## src/rtl/mem_arb_pkg.sv

```systemverilog
// Shared types and default parameters for the two-port memory arbiter.
package mem_arb_pkg;

  localparam int DATA_W_DEF   = 16;
  localparam int MAX_WAIT_DEF = 4;
  localparam int TIMEOUT_DEF  = 255;

  typedef enum logic [1:0] {
    IDLE    = 2'd0,
    IF_BUSY = 2'd1,
    D_BUSY  = 2'd2
  } arb_state_e;

endpackage

```

## src/rtl/arb_sat_counter.sv

```systemverilog
// Clear/increment counter that saturates at MAX; clear has priority over increment.
module arb_sat_counter #(
  parameter int MAX = 4,
  parameter int W   = $clog2(MAX + 1)
) (
  input  logic         clock,
  input  logic         rst,
  input  logic         clr,
  input  logic         inc,
  output logic [W-1:0] count,
  output logic         at_max
);

  always_ff @(posedge clock or negedge rst) begin
    if (!rst)                            count <= '0;
    else if (clr)                        count <= '0;
    else if (inc && (count != W'(MAX)))  count <= count + 1'b1;
  end

  assign at_max = (count == W'(MAX));

endmodule

```

## src/rtl/mem_port_arbiter.sv

```systemverilog
// Arbitrates a fetch port and a load/store port onto one memory port, with
// fetch anti-starvation and a BUSY-state timeout that reports bus_err.
module mem_port_arbiter
  import mem_arb_pkg::*;
#(
  parameter int DATA_W   = DATA_W_DEF,
  parameter int MAX_WAIT = MAX_WAIT_DEF,
  parameter int TIMEOUT  = TIMEOUT_DEF
) (
  input  logic              clock,
  input  logic              rst,
  input  logic              if_req,
  input  logic [DATA_W-1:0] if_addr,
  output logic [DATA_W-1:0] if_rdata,
  output logic              if_valid,
  input  logic              d_req,
  input  logic              d_we,
  input  logic [DATA_W-1:0] d_addr,
  input  logic [DATA_W-1:0] d_wdata,
  output logic [DATA_W-1:0] d_rdata,
  output logic              d_valid,
  output logic              mem_req,
  output logic              mem_we,
  output logic [DATA_W-1:0] mem_addr,
  output logic [DATA_W-1:0] mem_wdata,
  input  logic [DATA_W-1:0] mem_rdata,
  input  logic              mem_ack,
  output logic              pipe_hold,
  output logic              bus_err,
  output arb_state_e        state_dbg
);

  // Handshake: a requester holds req/addr/we/wdata until its one-cycle valid
  // pulse; the arbiter holds mem_req and mem_* until the cycle mem_ack=1.
  arb_state_e state, next_state;
  logic grant_if, grant_d, ack_done, tmo_hit;
  logic wait_full, tmo_full, busy;

  localparam int WAIT_W = $clog2(MAX_WAIT + 1);
  localparam int TMO_W  = $clog2(TIMEOUT + 1);
  logic [WAIT_W-1:0] wait_cnt;
  logic [TMO_W-1:0]  tmo_cnt;

  assign busy = (state == IF_BUSY) || (state == D_BUSY);

  always_ff @(posedge clock or negedge rst) begin
    if (!rst) state <= IDLE;
    else      state <= next_state;
  end

  always_comb begin
    next_state = state;
    grant_if   = 1'b0;
    grant_d    = 1'b0;
    ack_done   = 1'b0;
    tmo_hit    = 1'b0;
    case (state)
      IDLE: begin
        if (d_req && !(if_req && wait_full)) begin
          grant_d    = 1'b1;
          next_state = D_BUSY;
        end else if (if_req) begin
          grant_if   = 1'b1;
          next_state = IF_BUSY;
        end
      end
      IF_BUSY, D_BUSY: begin
        // An ack in the timeout cycle still counts as a normal completion.
        if (mem_ack) begin
          ack_done   = 1'b1;
          next_state = IDLE;
        end else if (tmo_full) begin
          tmo_hit    = 1'b1;
          next_state = IDLE;
        end
      end
      default: next_state = IDLE;
    endcase
  end

  arb_sat_counter #(.MAX(MAX_WAIT), .W(WAIT_W)) u_wait_cnt (
    .clock  (clock),
    .rst    (rst),
    .clr    (grant_if || !if_req),
    .inc    (if_req),
    .count  (wait_cnt),
    .at_max (wait_full)
  );

  arb_sat_counter #(.MAX(TIMEOUT), .W(TMO_W)) u_tmo_cnt (
    .clock  (clock),
    .rst    (rst),
    .clr    (grant_if || grant_d),
    .inc    (busy && !mem_ack),
    .count  (tmo_cnt),
    .at_max (tmo_full)
  );

  always_ff @(posedge clock or negedge rst) begin
    if (!rst) begin
      mem_req   <= 1'b0;
      mem_we    <= 1'b0;
      mem_addr  <= '0;
      mem_wdata <= '0;
      if_rdata  <= '0;
      d_rdata   <= '0;
      if_valid  <= 1'b0;
      d_valid   <= 1'b0;
      bus_err   <= 1'b0;
    end else begin
      if_valid <= 1'b0;
      d_valid  <= 1'b0;
      bus_err  <= 1'b0;
      if (grant_if || grant_d) begin
        mem_req   <= 1'b1;
        mem_addr  <= grant_d ? d_addr : if_addr;
        mem_we    <= grant_d && d_we;
        mem_wdata <= grant_d ? d_wdata : '0;
      end
      if (ack_done || tmo_hit) begin
        mem_req <= 1'b0;
        bus_err <= tmo_hit;
        if (state == IF_BUSY) begin
          if_valid <= 1'b1;
          if_rdata <= ack_done ? mem_rdata : '0;
        end else begin
          d_valid <= 1'b1;
          // Stores leave d_rdata alone unless they time out.
          if (tmo_hit)      d_rdata <= '0;
          else if (!mem_we) d_rdata <= mem_rdata;
        end
      end
    end
  end

  assign pipe_hold = (if_req && !if_valid) || (d_req && !d_valid);
  assign state_dbg = state;

endmodule
```

## config.mk

```make
export PLATFORM = sky130hd
export DESIGN_NAME = mem_port_arbiter
export DESIGN_NICKNAME = d
export VERILOG_FILES = /design/src/rtl/mem_arb_pkg.sv /design/src/rtl/arb_sat_counter.sv /design/src/rtl/mem_port_arbiter.sv
export SDC_FILE = /design/constraint.sdc
export NUM_CORES = 1
export LEC_CHECK = 0
export ABC_CLOCK_PERIOD_IN_PS = 2900
export CAP_MARGIN = 10
export CORE_MARGIN = 1
export CORE_UTILIZATION = 25
export CTS_CLUSTER_SIZE = 25
export DETAILED_ROUTE_END_ITERATION = 6
export GPL_ROUTABILITY_DRIVEN = 0
export GPL_TIMING_DRIVEN = 0
export PLACE_DENSITY_LB_ADDON = 0.25
export SLEW_MARGIN = 0
export SYNTH_ARGS = -nofsm -noshare
export SYNTH_HDL_FRONTEND = slang
export SYNTH_SLANG_ARGS = --single-unit
```

## constraint.sdc

```tcl
create_clock -name clock -period 2.9 [get_ports clock]
set_input_delay 0.58 -clock clock [delete_from_list [all_inputs] [get_ports clock]]
set_output_delay 0.58 -clock clock [all_outputs]
set_load 0.01 [all_outputs]
```

; ---- After elaboration in Yosys (flattened, before gate mapping)
; Cells that the tools add are included.
[word_totals]
ramBits = 0
romBits = 0
n_memories = 0
elab_cells = 81
ff_bits = 82
latch_bits = 0
inputBits = 70
output_inout_bits = 72
[op_classes]
n_mux = 31
order_cmp = 0
n_eq_ne = 9
addsub = 2
n_bitwise = 1
shifts = 0
mul = 0
n_div = 0
reduce_logical = 26
[ops]
columns = op, n
row1 = 16-bit two-way mux, 5
row2 = 1-bit two-way mux, 17
row3 = 8-bit two-way mux, 2
row4 = 3-bit != test (second input constant), 3
row5 = 8-bit by 1-bit adder with 8-bit output (second input constant), 1
row6 = 8-bit == test (second input constant), 1
row7 = 1-bit logical AND, 8
row8 = 2-bit two-way mux, 4
row9 = 8-bit != test (second input constant), 1
row10 = 3-bit two-way mux, 2
row11 = 2-bit nonzero test, 3
row12 = 1-bit logical NOT, 5
row13 = 1-bit logical OR, 5
row14 = 2-bit one-hot mux with 2 select lines, 1
row15 = 2-bit AND reduction, 2
row16 = 3-bit by 1-bit adder with 3-bit output (second input constant), 1
row17 = 3-bit == test (second input constant), 1
row18 = 3-bit AND reduction, 1
row19 = 2-bit by 1-bit == test with 1-bit output (second input constant), 1
row20 = 2-bit == test (second input constant), 1
row21 = 2-bit logical NOT, 1
row22 = 2-bit by 1-bit != test with 1-bit output (second input constant), 1
row23 = 2-bit OR reduction, 1
row24 = 1-bit inverter, 1

; ---- Logic depth before layout (Yosys ltp)
; Gate-level depths: netlist of the first run.
[logic_depth]
ltp_word = 9
ltp_mapped = 8
mapped_depth_nobuf = 6

; ---- Modules after synthesis
; A second synthesis of the first run with hierarchy kept.
[unflattened]
hier_cells = 324
hier_area_um2 = 3588.4
[by_module_without_submodules]
columns = mod, cells_each, area_per_inst_um2, instances
row1 = mem_port_arbiter, 259, 2916.5, 1
row2 = arb_sat_counter (u_tmo_cnt), 47, 474.2, 1
row3 = arb_sat_counter (u_wait_cnt), 18, 197.7, 1

; ---- Least setup slack after synthesis of the first run
; OpenSTA, ideal clock, no wires.
[synth_path]
path_kind = reg2reg
startpoint = register state[0], in the netlist state_dbg[0]
endpoint = register u_tmo_cnt.count[3]
setup_ns = 0.066
required_time_ns = 2.834
path_buffers = 0
stages_incl_launch_ff = 7
t_arrival_ns = 1.677
synth_period_minus_slack_ns = 1.743
slack_ns = 1.157
path_cell_list = dfrtp_1 -> inv_1 -> ha_1 -> and2b_1 -> o21ai_4 -> or4_1 -> nand2_1
[synth_via]
elab_chain_len = 5
[synth_rtl]
columns = item, line
row1 = "start, declared", mem_port_arbiter.sv:35  ; arb_state_e state, next_state;
row2 = "start signal, assigned", mem_port_arbiter.sv:48  ; else state <= next_state;
row3 = 2-bit by 1-bit == test with 1-bit output / 2-bit == test (equally long branches), mem_port_arbiter.sv:44  ; assign busy = (state == IF_BUSY) || (state == D_BUSY);
row4 = 1-bit logical OR, mem_port_arbiter.sv:44
row5 = 1-bit logical AND, mem_port_arbiter.sv:94  ; .inc (busy && !mem_ack),
row6 = 1-bit logical AND, arb_sat_counter.sv:17  ; else if (inc && (count != W'(MAX))) count <= count + 1'b1;
row7 = 2-bit nonzero test (no source line), --
row8 = "end signal, assigned", arb_sat_counter.sv:17
row9 = "end, declared", arb_sat_counter.sv:10  ; output logic [W-1:0] count,
; Parallel ways exist; a longest one is shown, timed or not.
; A chain may end at the register's enable or synchronous reset.

; ---- Worst setup path after layout of the first run
[layout_path]
startpoint = input port if_req
endpoint = output port pipe_hold
[layout_via]
elab_chain_len = 2
[layout_rtl]
columns = item, line
row1 = "start, declared", mem_port_arbiter.sv:12  ; input logic if_req,
row2 = 1-bit logical AND, mem_port_arbiter.sv:136  ; assign pipe_hold = (if_req && !if_valid) || (d_req && !d_valid);
row3 = 1-bit logical OR, mem_port_arbiter.sv:136
row4 = "end, declared", mem_port_arbiter.sv:28  ; output logic pipe_hold,
; No other way between the ends.

==> flow_summary.json, run 1 <==
{
  "status": "completed",
  "drt-initial-drc-count": 147,
  "max_stage_delay_ps": 630,
  "cpMostUsedCell": "clkdlybuf4s50_1",
  "drv_slew": 0,
  "dieHeight_um": 118.9,
  "initial_core_util": 0.2568,
  "ys_warn_count": 0,
  "dp_hpwl_mm": 7.029,
  "start_kind": "primary input",
  "rsz0062_at_grt": "no",
  "maxSlewHeadroom": 0.6485,
  "dp_cells": 597,
  "yosysTopAreaCell": "dfrtp_1",
  "cts.hold.buffers_added": 0,
  "leakagePower_nw": 2.304,
  "core_area_um2": 13300,
  "clock_skew_ps": 8.293,
  "numCtsBuffers": 9,
  "worst_slack_ps": 256.6,
  "worstPathRequired_ps": 2320,
  "overflow": 0,
  "portBuffers": 140,
  "syn_area_per_cell_um2": 12.19,
  "cts_tree": "yes",
  "cts_resized": 0,
  "viasPerCell": 4.603,
  "synthCells": 280,
  "cp_data_arrival_time_ps": 2060,
  "fp-row-count": 42,
  "synthDistinctLibCells": 44,
  "fill_cells": 1267,
  "multi_input_area_um2": 1227,
  "post-cts-setup-buffers": 0,
  "ys_seq_area_frac": 0.6010,
  "layout.nets": 507,
  "ys_top_cells_by_area": "dfrtp_1 (60%), a22o_1 (13%), o22ai_1 (3.1%)",
  "num_vias": 2817,
  "die_w_um": 118.9,
  "drtAntennaViolNets": 0,
  "grt_pass1_wl_mm": 15.99,
  "dr.pass1.iters": 4,
  "clockBufferDepth": 2,
  "area_growth_pct": 57.16,
  "grtUsageTotal": 0.1453,
  "worst-setup-path-type": "primary input to primary output",
  "grt_max_degree": 70,
  "critPathMaxFanout": 7,
  "setup_viol": 0,
  "h-tree-depth": 3,
  "pwr_density_cell_nw_per_um2": 998.4,
  "fin_crit_ps": 2643,
  "crit_slowest_cell": "clkdlybuf4s50_1",
  "drcViolationCount": 0,
  "worst_path_dominant_cell_family": "buffers and inverters",
  "ys_ff_latch": 82,
  "fmax_ghz": 0.3783,
  "wl_per_cell_um": 16.09,
  "worst_slew_pin_slew_ps": 527.3,
  "diodes": 0,
  "vdd_drop_max_uv": 346.6,
  "antenna_found_initial": 0,
  "die_area_um2": 14130,
  "drt_wl_total_mm": 9.850,
  "clock_sinks": 82,
  "clk_pin_slew_ps": 60,
  "power.total_mw": 5.358,
  "synth_nets": 355,
  "final_cells": 612,
  "fin_crit_sh": 0.9115,
  "syn-cell-area_um2": 3415,
  "clock-root-buffer": "clkbuf_16",
  "hold_violations": 0,
  "synth_top_area_share": 0.6010,
  "path_cells": "clkdlybuf4s50_1 > inv_1 > o22ai_1 > clkdlybuf4s50_1",
  "cp_num_buf_inv": 3,
  "cp-end-kind": "primary output",
  "dpl_worst_slack_ps": 232.4,
  "seqCellArea_um2": 2052,
  "grt_pass1_vias": 2990,
  "layout-drive-gt1-share": 0.08945,
  "maxCapViolCount": 0,
  "ioPinCount": 142,
  "hold_ws_ps": 100.0,
  "clock_latency_ps": 330,
  "min_path_type": "primary input to async pin"
}
## where the power goes
group | internal (mW) | total (mW) | switching, mW
Combinational | 1.29 | 2.32 | 1.03
Clock | 0.732 | 1.17 | 0.441
Sequential | 1.60 | 1.86 | 0.261
## sequential cells by signal (all words and copies together) (netlist names)
signal and cells:
d_rdata 16, mem_wdata 16, if_rdata 16, mem_req 1, if_valid 1, bus_err 1
mem_we 1, mem_addr 16, state_dbg 2, u_wait_cnt.count 3, d_valid 1, u_tmo_cnt.count 8
## placed cells by master, fill, tap and decap left out, types with 3 or more instances in the layout
cell type        synthesis  layout
nor2_1                  10      10
buf_2                    6       6
nor2b_1                  3       3
nand3_1                  4       4
xnor2_1                  3       3
buf_4                    2       3
a22o_1                  49      49
clkbuf_1                 7       8
and3_1                   3       3
clkbuf_16                0       9
clkdlybuf4s50_1          0     139
buf_6                    3       3
o22ai_1                 17      17
o211ai_1                 3       3
xor2_1                   3       3
nand2_1                 25      25
inv_1                    7       7
o21ai_1                 18      18
dfrtp_1                 82      82
ha_1                     5       5
clkbuf_8                 0       3
## Yosys cell counts, drive strengths merged
library cell	n
nand2b	2
o21bai	1
mux2	1
a2111oi	1
nand3	5
clkbuf	7
nand4b	1
o211ai	4
a211oi	1
nor2b	3
xor2	3
and2b	1
a22o	49
mux2i	1
ha	5
o22ai	17
o21a	2
nand2	25
or3	1
dfrtp	82
or4	1
nor3	3
o21ai	21
and4b	1
a21oi	2
a32o	1
nor4	1
xnor2	3
nor2	11
and3	3
inv	8
buf	11
nand4	2
## stage by stage
step	setup TNS [ps]	cell area, um2	util
after detailed placement	0	5061	0.3807
after floorplan	0	3415	-
after global routing	0	5366	0.4036
after CTS	0	5366	0.4036
final	0	5366	0.4036
after global placement	-148530	5036	0.3788
## layout make-up
class | count | share of cell area
Multi-Input combinational cell | 172 | 0.2287
Clock inverter | 2 | 0.006528
Sequential cell | 82 | 0.3824
Inverter | 8 | 0.005596
Timing Repair Buffer | 141 | 0.2658
Buffer | 18 | 0.01959
Clock buffer | 13 | 0.05036
Tap cell | 176 | 0.04104
## routing by layer
metal / GRT usage / routed length [um] / vias up
met1: 0.1884 / 4297 / 1410
met2: 0.2394 / 5028 / 60
met3: 0.02778 / 340 / 12
met4: 0.05538 / 184 / 0
li1: - / - / 1335
met5: 0 / 0 / -
## path summary, 6_finish.rpt
check                                            end  slack [ps]                      from  cells past startpoint
setup / recovery                           pipe_hold         260                    if_req                      4
hold reg to reg              mem_addr[1]$_DFFE_PN0P_         480   mem_addr[1]$_DFFE_PN0P_                      2
min in group clock           mem_addr[1]$_DFFE_PN0P_         480   mem_addr[1]$_DFFE_PN0P_                      2
setup reg to reg             d_rdata[12]$_DFFE_PN0P_        1050  state_dbg[0]$_DFFE_PN0P_                      7
max in group asynchronous    d_rdata[14]$_DFFE_PN0P_        2200                       rst                      2
hold / removal             mem_wdata[12]$_DFFE_PN0P_         100                       rst                      1
## worst register-to-register path, stage by stage, from the launching register on
cell and delay (ps):
dfrtp_1 390, inv_1 60, ha_1 450, nand2b_1 140
nor2b_1 110, buf_2 190, buf_2 270, a22o_1 180
## kinds of logic after synthesis
group,Yosys count,share of synthesized area
and+or+nand+nor,60,0.09455
DFF,82,0.6010
xor gates and xnor gates,6,0.01539
adders and majority gates,5,0.01832
AOI/OAI and AO/OA,99,0.2250
muxes,2,0.006229
buffers and inverters,26,0.03958
(Power assumes the default switching activity.)
==> run 2: changes to the inputs <==
--- a/config.mk
+++ b/config.mk
@@ -5,7 +5,7 @@
 export SDC_FILE = /design/constraint.sdc
 export NUM_CORES = 1
 export LEC_CHECK = 0
-export ABC_CLOCK_PERIOD_IN_PS = 2900
+export ABC_CLOCK_PERIOD_IN_PS = 2360
 export CAP_MARGIN = 10
 export CORE_MARGIN = 1
 export CORE_UTILIZATION = 25
==> constraint.sdc (replaced) <==
create_clock -name clock -period 2.36 [get_ports clock]
set_input_delay 0.472 -clock clock [delete_from_list [all_inputs] [get_ports clock]]
set_output_delay 0.472 -clock clock [all_outputs]
set_load 0.01 [all_outputs]
==> run 2 against run 1 <==
Effect of this change:
- sequential cell count did not move
- combinational power rose by 23%
- clock skew barely moved
- register-to-register slack got worse by 540 ps
- utilization rose by 0.085 points
- critical path type unchanged
==> flow_summary.json, run 2 (same netlist as run 1, synthesis figures left out) <==
{
  "maxCapViolCount": 0,
  "cts_tree": "yes",
  "grt_max_degree": 70,
  "clock-root-buffer": "clkbuf_16",
  "fin_crit_ps": 1886,
  "diodes": 0,
  "area_growth_pct": 57.49,
  "ioPinCount": 142,
  "core_area_um2": 13300,
  "rsz0062_at_grt": "no",
  "power.total_mw": 6.582,
  "clock_skew_ps": 8.293,
  "finalSetupTns_ps": 0,
  "layout-drive-gt1-share": 0.08924,
  "min_path_type": "primary input to flop",
  "grtUsageTotal": 0.1454,
  "layout_common_cells": "clkdlybuf4s50_1 (137), dfrtp_1 (82), a22o_1 (49), nand2_1 (25), o21ai_1 (18)",
  "path_cells": "clkdlybuf4s50_1 > inv_1 > o22ai_1 > dlymetal6s2s_1",
  "worst_path_dominant_cell_family": "buffers and inverters",
  "drt_wl_total_mm": 9.846,
  "h-tree-depth": 3,
  "fmax_ghz": 0.5301,
  "clock_latency_ps": 330,
  "final_common_cell": "clkdlybuf4s50_1",
  "clock_sinks": 82,
  "overflow": 0,
  "swShare": 0.3230,
  "wl_per_cell_um": 16.06,
  "drv_slew": 0,
  "grt_pass1_wl_mm": 16.01,
  "cp-end-kind": "primary output",
  "layout.nets": 508,
  "cp_num_buf_inv": 3,
  "leakagePower_nw": 2.315,
  "dieHeight_um": 118.9,
  "clk_pin_slew_ps": 60,
  "start_kind": "primary input",
  "viasPerCell": 4.595,
  "dp_hpwl_mm": 7.029,
  "maxSlewHeadroom": 0.6485,
  "portBuffers": 140,
  "vdd_drop_max_uv": 426.0,
  "critPathMaxFanout": 5,
  "drcViolationCount": 0,
  "setup_viol": 0,
  "die_area_um2": 14130,
  "dr.pass1.iters": 4,
  "numCtsBuffers": 9,
  "power.share.clock": 0.219,
  "power_switching_mw": 2.126,
  "grt_pass1_vias": 2991,
  "drt-initial-drc-count": 148,
  "worstPathRequired_ps": 1890,
  "clockBufferDepth": 2,
  "max_stage_delay_ps": 560,
  "p_comb_frac": 0.433,
  "fin_crit_sh": 0.7993,
  "rr_worst_depth": 7,
  "hold_violations": 0,
  "worst-setup-path-type": "primary input to primary output",
  "pwr_density_cell_nw_per_um2": 1224,
  "worst_slew_pin_slew_ps": 527.3,
  "holdPathStages": 3,
  "path_depth": 4,
  "p_int_mw": 4.456,
  "fp-row-count": 42,
  "p_seq_frac": 0.348,
  "crit_slowest_cell": "clkdlybuf4s50_1",
  "initial_core_util": 0.2568,
  "antenna_found_initial": 0,
  "status": "completed",
  "num_vias": 2817,
  "drtAntennaViolNets": 0,
  "die_w_um": 118.9,
  "cp_data_arrival_time_ps": 1410
}
[run 2: cell types whose count changed in the layout (fill, tap and decap cells not counted)]
| cell | previous run | this run |
|---|---|---|
| dlymetal6s2s_1 | 0 | 1 |
| clkdlybuf4s50_1 | 139 | 137 |
| dlygate4sd3_1 | 0 | 1 |
| dlygate4sd2_1 | 0 | 1 |
[run 2: cell type report]
cell class,count,area [um2]
repair buffers,142,1438
well taps,176,220.2
clock buffers,13,270.3
clock inverters,2,35.03
inverters,8,30.03
plain buffers,18,105.1
multi-input cells,172,1227
fillers,1266,7918
flip-flops and latches,82,2052
[run 2: what timing repair did]
| item | 4_1_cts | 5_1_grt |
|---|---|---|
| hold buffers | 1 | 0 |
| setup endpoints to repair | 1 | 1 |
| endpoints found under the hold margin | 13 | 0 |
| buffers inserted | 0 | 0 |
| resized for setup | 1 | 1 |
[run 2: path summary, 6_finish.rpt]
kind                                          startpoint                         to  slack (ps)
worst max-delay path                               d_req                  pipe_hold         470
worst min-delay path                             mem_ack          d_valid$_DFF_PN0_         470
worst max register to register  state_dbg[0]$_DFFE_PN0P_    d_rdata[12]$_DFFE_PN0P_         510
worst min register to register   mem_addr[1]$_DFFE_PN0P_    mem_addr[1]$_DFFE_PN0P_         480
max in group asynchronous                            rst    d_rdata[14]$_DFFE_PN0P_        1220
min in group asynchronous                            rst  mem_wdata[12]$_DFFE_PN0P_         540
[run 2: tightest hold or removal path: cells and delay by family]
kind	cells	cell delay (ps)
buffers and inverters	1	120
AND/OR/NAND/NOR	2	160
[run 2: routing by layer]
metal  track usage  wire (um)  vias to the layer above
met4       0.05538        184                        0
met3       0.02778        359                       12
met2        0.2394       5026                       63
met1        0.1887       4276                     1405
met5             0          0                        -
li1              -          -                     1337
[run 2: power by group through the flow]
stage	Clock [mW]	Combinational, mW	Sequential (mW)
final	1.44	2.85	2.29
after global routing	1.56	3.07	2.36
after CTS	1.50	2.90	2.29
after detailed placement	0	2.89	2.31
after global placement	0	2.87	2.29
after floorplan	0	1.06	2.53
[run 2: through the flow]
stage	std cells	hold WS, ps	cell area, um2	setup slack, ps	utilization
after floorplan	280	176.4	3415	616.7	-
after global placement	596	470.8	5036	-2252	0.3788
after detailed placement	597	350.8	5061	-91.61	0.3807
after CTS	613	454.5	5375	59.35	0.4043
after global routing	613	475.6	5378	339.4	0.4045
final	613	468.8	5378	473.6	0.4045
